`src/rtl/button_conditioner.sv`:
```
// Push-button front end: per channel a 2-FF synchronizer, integrating debouncer,
// press pulse generator and auto-repeat FSM; channels are fully independent.
module button_conditioner #(
    parameter int                   NUM_BTN      = 3,
    parameter int                   DEBOUNCE_CYC = 1_000_000,
    parameter int                   HOLD_CYC     = 25_000_000,
    parameter int                   REPEAT_CYC   = 5_000_000,
    parameter logic [NUM_BTN-1:0]   REPEAT_MASK  = 3'b110,
    parameter int                   CNT_W        = 25
) (
    input  logic               CLK_50MHZ,
    input  logic               reset,
    input  logic [NUM_BTN-1:0] btn_raw,
    output logic [NUM_BTN-1:0] btn_level,
    output logic [NUM_BTN-1:0] btn_pulse
);

    localparam logic [CNT_W-1:0] DEB_LAST  = CNT_W'(DEBOUNCE_CYC - 1);
    localparam logic [CNT_W-1:0] HOLD_LAST = CNT_W'(HOLD_CYC - 1);
    localparam logic [CNT_W-1:0] REP_LAST  = CNT_W'(REPEAT_CYC - 1);

    typedef enum logic [1:0] {
        IDLE   = 2'd0,
        HOLD   = 2'd1,
        REPEAT = 2'd2
    } state_t;

    genvar gi;
    generate
        for (gi = 0; gi < NUM_BTN; gi++) begin : g_chan
            logic             s1_q, s2_q;
            logic             stable_q, stable_d;
            logic [CNT_W-1:0] dcnt_q, dcnt_d;
            logic [CNT_W-1:0] hcnt_q, hcnt_d;
            state_t           state_q, state_d;
            logic             pulse_q, pulse_d;
            logic             rise, fall;

            // The FSM reacts to the accepted level changing at this very edge, so that
            // the first press pulse lines up with btn_level first reading 1.
            assign rise = stable_d & ~stable_q;
            assign fall = ~stable_d & stable_q;

            always_ff @(posedge CLK_50MHZ or negedge reset) begin
                if (!reset) begin
                    s1_q     <= 1'b0;
                    s2_q     <= 1'b0;
                    stable_q <= 1'b0;
                    dcnt_q   <= '0;
                    hcnt_q   <= '0;
                    state_q  <= IDLE;
                    pulse_q  <= 1'b0;
                end else begin
                    s1_q     <= btn_raw[gi];
                    s2_q     <= s1_q;
                    stable_q <= stable_d;
                    dcnt_q   <= dcnt_d;
                    hcnt_q   <= hcnt_d;
                    state_q  <= state_d;
                    pulse_q  <= pulse_d;
                end
            end

            always_comb begin
                stable_d = stable_q;
                dcnt_d   = dcnt_q;
                if (s2_q == stable_q) begin
                    dcnt_d = '0;
                end else if (dcnt_q == DEB_LAST) begin
                    stable_d = s2_q;
                    dcnt_d   = '0;
                end else begin
                    dcnt_d = dcnt_q + 1'b1;
                end
            end

            always_comb begin
                state_d = state_q;
                hcnt_d  = hcnt_q;
                case (state_q)
                    IDLE: begin
                        if (rise) begin
                            state_d = HOLD;
                            hcnt_d  = '0;
                        end
                    end
                    HOLD: begin
                        // Channels without auto-repeat park here with hcnt saturated.
                        if (hcnt_q == HOLD_LAST) begin
                            if (REPEAT_MASK[gi]) begin
                                state_d = REPEAT;
                                hcnt_d  = '0;
                            end
                        end else begin
                            hcnt_d = hcnt_q + 1'b1;
                        end
                    end
                    REPEAT: begin
                        if (hcnt_q == REP_LAST) hcnt_d = '0;
                        else                    hcnt_d = hcnt_q + 1'b1;
                    end
                    default: begin
                        state_d = IDLE;
                        hcnt_d  = '0;
                    end
                endcase
                if (fall) begin
                    state_d = IDLE;
                    hcnt_d  = '0;
                end
            end

            always_comb begin
                pulse_d = 1'b0;
                case (state_q)
                    IDLE:    pulse_d = rise;
                    HOLD:    pulse_d = ~fall & REPEAT_MASK[gi] & (hcnt_q == HOLD_LAST);
                    REPEAT:  pulse_d = ~fall & (hcnt_q == REP_LAST);
                    default: pulse_d = 1'b0;
                endcase
            end

            assign btn_level[gi] = stable_q;
            assign btn_pulse[gi] = pulse_q;
        end
    endgenerate

endmodule

```
`config.mk`:
```
export PLATFORM = sky130hd
export DESIGN_NAME = button_conditioner
export DESIGN_NICKNAME = d
export VERILOG_FILES = /design/src/rtl/button_conditioner.sv
export SDC_FILE = /design/constraint.sdc
export NUM_CORES = 1
export LEC_CHECK = 0
export ABC_CLOCK_PERIOD_IN_PS = 3300
export BUFFER_PORTS_ARGS = -buffer_cell sky130_fd_sc_hd__buf_2
export CAP_MARGIN = 15
export CORE_ASPECT_RATIO = 1.5
export CORE_MARGIN = 2
export CORE_UTILIZATION = 60
export DETAILED_ROUTE_END_ITERATION = 10
export PLACE_DENSITY = 0.76
export SLEW_MARGIN = 5
export SYNTH_ARGS = -nofsm -noshare
export SYNTH_HDL_FRONTEND = slang
export SYNTH_SLANG_ARGS = --single-unit
```
`constraint.sdc`:
```
create_clock -name CLK_50MHZ -period 3.3 [get_ports CLK_50MHZ]
set_input_delay 0.165 -clock CLK_50MHZ [delete_from_list [all_inputs] [get_ports CLK_50MHZ]]
set_output_delay 0.165 -clock CLK_50MHZ [all_outputs]
set_load 0.005 [all_outputs]
```
==> results of run 1 <==
-- cell usage after synthesis, types with 2 or more instances --
cell / n
dfrtp_1: 142
nor2_1: 110
nand2_1: 73
nand3_1: 52
a21oi_1: 42
a31oi_1: 34
xor2_1: 34
xnor2_1: 33
nand4_1: 29
and3_1: 25
inv_1: 25
ha_1: 23
o21ai_0: 20
clkbuf_1: 19
nor3_1: 14
nand2b_1: 13
mux2i_1: 10
nor4_1: 10
and2_1: 9
and4_1: 9
or3_1: 7
a22o_1: 6
buf_4: 6
nor4bb_1: 5
a41oi_1: 4
buf_6: 4
nor2b_1: 4
a21o_1: 3
a221o_1: 3
nor4b_1: 3
or4_1: 3
buf_2: 2
mux2_2: 2
nand3b_1: 2
nand4b_1: 2
nor3b_1: 2
-- timing repair --
action | CTS | global route
setup endpoints to repair | 0 | 22
hold buffers | 4 | 0
hold endpoints to repair | 89 | 0
gates resized for setup | 0 | 3
-- metrics by stage --
stage          setup slack, ns  power (mW)
6_report                0.3113       3.937
5_1_grt                0.02368       4.044
4_1_cts                 0.1368       3.963
3_5_place_dp            0.2235       1.873
3_3_place_gp            0.3763       1.869
2_1_floorplan           0.2732       1.823
-- worst max-delay path by stage --
stage | from | end | depth (start not counted)
after floorplan | g_chan[2].dcnt_q[0] | g_chan[2].hcnt_q[9] | 13
after global placement | g_chan[1].dcnt_q[0] | g_chan[1].hcnt_q[22] | 12
after detailed placement | g_chan[1].dcnt_q[0] | g_chan[1].hcnt_q[15] | 12
after CTS | g_chan[1].dcnt_q[0] | g_chan[1].hcnt_q[22] | 12
after global routing | g_chan[1].dcnt_q[0] | g_chan[1].hcnt_q[15] | 12
final | g_chan[1].dcnt_q[0] | g_chan[1].hcnt_q[22] | 12
-- power by group through the flow --
stage | combinational, mW | clock (mW) | sequential (mW)
final | 0.0786 | 2.09 | 1.77
after global routing | 0.0937 | 2.18 | 1.77
after CTS | 0.0815 | 2.12 | 1.77
after detailed placement | 0.0761 | 0 | 1.80
after global placement | 0.0734 | 0 | 1.80
after floorplan | 0.0285 | 0 | 1.79
-- layout by cell type (no fill, tap or decap), drive strengths merged, types with 3 or more instances in the layout --
| cell | instances |
|---|---|
| clkbuf | 19 |
| and4 | 9 |
| mux2i | 10 |
| xnor2 | 33 |
| a41oi | 4 |
| nand4 | 29 |
| nand2 | 73 |
| a31oi | 34 |
| a221o | 3 |
| and2 | 9 |
| nand3 | 52 |
| nor2 | 110 |
| a21o | 3 |
| xor2 | 34 |
| inv | 25 |
| clkinv | 5 |
| a22o | 6 |
| or4 | 4 |
| bufinv | 5 |
| nor2b | 4 |
| nor4 | 10 |
| o21ai | 21 |
| nor4bb | 5 |
| and3 | 25 |
| dfrtp | 142 |
| dlygate4sd3 | 4 |
| nor4b | 3 |
| a21oi | 43 |
| buf | 20 |
| or3 | 7 |
| nor3 | 14 |
| nand2b | 13 |
| ha | 23 |
-- per-layer routing --
metal | up-vias | track usage, %
li1 | 2832 | -
met1 | 2928 | 30.10
met2 | 118 | 43.93
met3 | 24 | 5.218
met4 | 0 | 9.077
met5 | - | 0
-- layout make-up --
type / instances / area (µm²) / share of cell area, %
Timing Repair Buffer: 24 / 183.9 / 2.211
Clock buffer: 19 / 452.9 / 5.445
Multi-Input combinational cell: 599 / 3652 / 43.91
Tap cell: 153 / 191.4 / 2.301
Sequential cell: 142 / 3553 / 42.72
Clock inverter: 11 / 190.2 / 2.286
Inverter: 25 / 93.84 / 1.128
-- cell families (layout without fill, tap and decap cells) --
| family | count (synthesis) | after routing | synth area share, % |
|---|---|---|---|
| muxes | 12 | 12 | 1.645 |
| DFF | 142 | 142 | 47.67 |
| AOI/OAI and AO/OA | 121 | 121 | 10.07 |
| buffers and inverters | 57 | 79 | 3.608 |
| xor gates and xnor gates | 67 | 67 | 7.872 |
| and+or+nand+nor | 376 | 376 | 25.28 |
| adders and majority gates | 23 | 23 | 3.860 |
-- registers in the layout, summed over array words and instances, names as in the netlist --
signal / count
g_chan.dcnt_q: 75
g_chan.hcnt_q: 50
g_chan.pulse_q: 3
g_chan.s1_q: 3
g_chan.s2_q: 3
g_chan.stable_q: 3
g_chan.state_q: 5
==> impl_results.md, run 1 <==
- Crit path max fanout: 20
- Slew of the pin with the lowest slew margin: 0.9265 ns
- Syn. warnings: 0
- Share of cells above drive strength 1: 7.561%
- Met2 routed WL: 8512 µm
- Worst Hold Depth: 0
- Final ANT Viol Nets: 0
- Critical Path Slowest Stage Cell: dfrtp_1
- CTS max path bufs: 2
- RSZ-0062 raised after global routing: false
- Dominant cell type by area after synthesis: dfrtp_1
- Port Buffers: 10
- Root Buffer: clkbuf_16
- Post-synthesis sequential area ratio: 47.67%
- PD cells: 473.3 nW/µm²
- Final hold violation count: 0
- Leakage: 3.564 nW
- Fill count: 882
- Util after Layout: 68.87%
- Initial core utilization: 61.72%
- Worst Min Path Start: g_chan[1].s1_q
- Area Overhead vs Synth: 11.58%
- CP Capture Type: flip-flop
- Drt wl/cell: 16.08 µm
- CP cell instances: ha_1, and3_1, nand3_1, nor3_2, mux2i_2, ha_1, nand2_1, nand3_1, a21oi_4, buf_4, o21ai_0, a31oi_1
- Max Cap Violations: 0
- Fmax: 0.3346 GHz
- Met3 wire len: 508 µm
- Max-slew headroom: 38.24%
- Class of the worst hold path: reg -> reg
- Setup violators final: 0
- DRT Pass-1 Iters: 5
- NetSw: 793.2 µW
- Clk slew on worst S/H paths: 0.06 ns
- CP Data Arrival Time: 3.33 ns
- Cell count after synthesis: 798
- Design Area, Final: 8318 µm²
- Logic pwr share: 2.0%
- Worst path required time: 3.64 ns
- Hold slack: 0.3515 ns
- Starting DRC count in detailed routing: 360
- ANT cells: 0
- Vias per cell: 6.066
- Critical Path Source Type: flip-flop
- CTS buffer count: 17
- Main synth FF type: dfrtp_1
- Clk_skew: 0.009327 ns
- First-pass GRT wire length: 26540 µm
- Largest net degree at the start of global routing: 89
- Worst r2r src: g_chan[1].dcnt_q[0]
- Crit path time final: 2.989 ns
- Post-synthesis cell area: 7455 µm²
- TritonCTS clock tree: done
- Drt drc: 0
- Core Region: 12080 µm²
- Die X: 95.01 µm
- FF+latch count, synth: 142
- DR top layer: met4
- Vias in the first global route: 5774
- Worst IR Drop VDD: 401.4 µV
- Switching share of total power: 20.15%
- Grt ovf: 0
- Cell Int Power: 3.144 mW
- Chip height: 140.5 µm
- Area of the die: 13350 µm²
- Total GRT Usage: 25.10%
- Dpl hpwl: 10260 µm
- Slew Limit Fails: 0
- Clock sink count: 142
- DRT Wirelength: 15650 µm
- FF-to-FF path depth: 12
- Synth area leaders: dfrtp_1 (48%), nor2_1 (5.5%), xor2_1 (4.0%)
- # nets final: 837
- Post-synth top area share: 47.67%
- Worst Setup Path Type: reg -> reg
- Clock latency on the worst-skew pair: 0.42 ns
- Finished Layout Cells: 973
- Initial antenna violation count: 0
- Ports: 11
- Dpl cells: 939
- Outcome: completed
- Share of total power in sequential cells: 44.9%
- Unique masters post-synth: 50
- RR Endpoint: g_chan[1].hcnt_q[22]
- Slowest stage delay, CP: 0.40 ns
- Post-synth EDFFs: 0
- Sink of the worst hold path: g_chan[1].s2_q
- Global placement routability congestion: 0.8486
- Worst reg2reg setup slack: 0.31 ns
- M1 wire length: 6383 µm
- Syn Area/Cell: 9.342 µm²
- CP top delay family: simple AND/OR/NAND/NOR gates
- Buffers & Inverters on Critical Path: 1
- Syn Nets: 826
- Total vias in the final route: 5902
- Asr flop ratio synth: 100.0%
- H-tree depth reported by CTS: 4
- Post-CTS setup buffer count: 0
- Rows: 49
- Setup TNS Final: 0 ns
- Fin crit share: 90.57%
- Area after DPL: 7619 µm²
- Clk pwr share: 53.1%
(Power assumes the default switching activity.)
==> inputs of run 2 (changes only) <==
- ABC_AREA: unset -> 1
==> run 2 against run 1 <==
Against the previous run: non-clock buffer count shrank 3; routed wire length up 27%; power decreased by 1.6%; critical path type unchanged.
==> impl_results.md, run 2 <==
- Core Region: 14530 µm² (+20%)
- Worst path required time: 3.65 ns (about the same)
- Dominant cell type by area after synthesis: dfrtp_1
- Syn Area/Cell: 7.188 µm² (-23%)
- Slew of the pin with the lowest slew margin: 0.6621 ns (-0.2644 ns)
- H-tree depth reported by CTS: 4 (unchanged)
- Max-slew headroom: 55.40% (+17 points)
- Starting DRC count in detailed routing: 367 (+1.9%)
- Max reg flops: 75 (unchanged)
- Vias per cell: 5.371 (-11%)
- Cell count after synthesis: 1234 (+55%)
- Asr flop ratio synth: 100.0% (unchanged)
- CP Data Arrival Time: 3.21 ns (-0.12 ns)
- Rows: 54 (+10%)
- Syn. warnings: 0 (unchanged)
- Pre-CTS WS: 0.4335 ns (+0.2100 ns)
- Commonest cells post-synth: nand2_1 (341), nor2_1 (196), inv_1 (151)
- Clock sink count: 142 (unchanged)
- Ports: 11 (unchanged)
- Hold slack: 0.2747 ns (-0.07680 ns)
- Root Buffer: clkbuf_16
- FF-to-FF path depth: 17 (+5)
- Global placement routability congestion: 0.9979 (+18%)
- Initial core utilization: 61.06% (-0.66 points)
- Share of cells above drive strength 1: 6.577% (-0.98 points)
- Drt drc: 0 (unchanged)
- Setup violators final: 0 (unchanged)
- Count leader, synth: nand2_1
- Clk slew on worst S/H paths: 0.06 ns (about the same)
- Clock latency on the worst-skew pair: 0.43 ns (about the same)
- Worst reg2reg setup slack: 0.44 ns (+0.12 ns)
- Total vias in the final route: 7831 (+33%)
- Final hold violation count: 0 (unchanged)
- Critical Path Source Type: flip-flop
- Unique masters post-synth: 38 (-24%)
- ANT cells: 0 (unchanged)
- Leakage: 4.549 nW (+28%)
- Register area: 3553 µm² (unchanged)
- Hold-fix buffers at CTS: 4 (unchanged)
- CTS max path bufs: 2 (unchanged)
- # nets final: 1278 (+53%)
- Clk pwr share: 52.3% (-0.8 points)
- Post-CTS setup buffer count: 0 (unchanged)
- Post-CTS sizing: 0 (unchanged)
- Share of total power in sequential cells: 45.6% (+0.7 points)
- Syn Nets: 1262 (+53%)
- NetSw: 804.9 µW (+1.5%)
- Total GRT Usage: 27.03% (+1.9 points)
- TritonCTS clock tree: done
- Switching share of total power: 20.78% (+0.63 points)
- Grt ovf: 0 (unchanged)
- Fill count: 1284 (+46%)
- Area of the multi-input gates: 4571 µm² (+25%)
- Worst r2r src: g_chan[1].dcnt_q[0]
- Largest reg by FF count: g_chan.dcnt_q
- Initial antenna violation count: 0 (unchanged)
- Area of the die: 15790 µm² (+18%)
- PnR worst setup slack: 0.4358 ns (+0.1244 ns)
- Cell Int Power: 3.068 mW (-2.4%)
- Commonest non-fill, non-tap cell in the layout: nand2_1
- CTS buffer count: 17 (unchanged)
- Final ANT Viol Nets: 0 (unchanged)
- Fmax: 0.3491 GHz (+4.3%)
- Worst Setup Path Type: reg -> reg
- DRT Pass-1 Iters: 6 (+1)
- Setup TNS Final: 0 ns (unchanged)
- RR Endpoint: g_chan[1].hcnt_q[3]
- Post-synthesis sequential area ratio: 40.06% (-7.6 points)
- Crit path time final: 2.864 ns (-0.1244 ns)
- Dpl hpwl: 14330 µm (+40%)
- Worst IR Drop VDD: 239.5 µV (-40%)
- Crit path max fanout: 15 (-25%)
- Final Power: 3.873 mW (-1.6%)
- Dpl cells: 1423 (+52%)
- Port Buffers: 10 (unchanged)
- Most frequent cells in the layout: nand2_1 (341), nor2_1 (196), inv_1 (151)
- Max Cap Violations: 0 (unchanged)
- Post-synthesis cell area: 8870 µm² (+19%)
- DRT Wirelength: 19900 µm (+27%)
- Class of the worst hold path: in -> async
- First-pass GRT wire length: 34370 µm (+30%)
- Logic pwr share: 2.1% (about the same)
- RSZ-0062 raised after global routing: false
- Area Overhead vs Synth: 9.790%
- Largest regs: g_chan.dcnt_q x75, g_chan.hcnt_q x50, g_chan.state_q x5
- Post-synth EDFFs: 0 (unchanged)
- Main synth FF type: dfrtp_1
- Drt wl/cell: 13.65 µm (-15%)
- Fin crit share: 86.80% (-3.8 points)
- Outcome: completed
- Clk_skew: 0.006049 ns (-0.003278 ns)
- PD cells: 397.7 nW/µm² (-16%)
- FF+latch count, synth: 142 (unchanged)
- CP Capture Type: flip-flop
- Die X: 103.3 µm (+8.7%)
- Finished Layout Cells: 1458 (+50%)
- Post-synth top area share: 40.06% (-7.6 points)
- Synth area leaders: dfrtp_1 (40%), nand2_1 (14%), nor2_1 (8.3%)
- Largest net degree at the start of global routing: 86 (-3.4%)
- Chip height: 152.9 µm (+8.8%)
- Vias in the first global route: 7830 (+36%)
- Slew Limit Fails: 0 (unchanged)
-- run 2: cell types whose count changed after synthesis, sizes merged, moves of 9 or more --
cell | previous run | this run
clkbuf | 19 | 8
mux2i | 10 | 0
and4 | 9 | 0
xor2 | 34 | 45
nand2b | 13 | 1
nand3b | 2 | 19
a21oi | 43 | 11
and3 | 25 | 0
inv | 25 | 153
a31oi | 34 | 2
nor2 | 110 | 206
nand3 | 52 | 108
nand2 | 73 | 350
nor3 | 14 | 55
-- run 2: power by group through the flow --
stage	clock, mW	combinational, mW	sequential, mW
2_1_floorplan	0	0.0304	1.79
5_1_grt	2.14	0.0963	1.77
6_report	2.03	0.0804	1.77
3_5_place_dp	0	0.0804	1.80
3_3_place_gp	0	0.0788	1.80
4_1_cts	2.07	0.0846	1.76
-- run 2: metrics by stage --
stage / util [%] / instance area [µm²]
finish: 67.04 / 9738
global route: 67.04 / 9738
CTS: 67.04 / 9738
detailed placement: 62.48 / 9076
global placement: 62.48 / 9076
floorplan: - / 8870
-- run 2: worst max path at each step --
stage / from / end / depth (start not counted)
after floorplan: g_chan[2].dcnt_q[0] / g_chan[2].hcnt_q[21] / 13
after global placement: g_chan[1].dcnt_q[0] / g_chan[1].hcnt_q[3] / 17
after detailed placement: g_chan[1].dcnt_q[0] / g_chan[1].hcnt_q[3] / 17
after CTS: g_chan[1].dcnt_q[0] / g_chan[1].hcnt_q[3] / 17
after global routing: g_chan[1].dcnt_q[0] / g_chan[1].hcnt_q[3] / 17
final: g_chan[1].dcnt_q[0] / g_chan[1].hcnt_q[3] / 17
-- run 2: final cells by class --
cell class | count | share of cell area, %
clock buffer | 20 | 4.690
clock inverter | 11 | 1.696
inverter | 156 | 6.013
multi-input combinational | 912 | 46.94
sequential | 142 | 36.49
tap | 196 | 2.518
timing repair buffer | 21 | 1.657
-- run 2: kinds of logic after synthesis --
kind of cell             Yosys count  share of synthesized area, %
buffers and inverters            180                         8.407
AO/OA/AOI/OAI                     35                         2.243
AND/OR/NAND/NOR                  782                         38.93
XOR/XNOR                          72                         7.110
adder cells (fa/ha/maj)           23                         3.245
flip-flops                       142                         40.06
-- run 2: layer usage --
metal  track usage [%]  part of all wire [%]  up-vias
met4             12.41                   3.9        0
li1                  -                     -     3910
met3             5.030                   3.3       75
met1             30.37                    39     3644
met2             48.18                    53      202
met5                 0                     0        -
-- run 2: critical path: stages, from the launching register on --
cell      delay, ns
dfrtp_1        0.41
ha_1           0.26
nand3_2        0.16
nor2_2         0.15
nand2_1        0.08
inv_1          0.11
nand4_1        0.22
nand2_1        0.13
o21ai_2        0.08
ha_1           0.30
nand2_1        0.09
clkinv_1       0.08
nor2_1         0.12
buf_4          0.23
o21ai_0        0.10
a21oi_1        0.12
nand2_1        0.06
o21ai_0        0.09
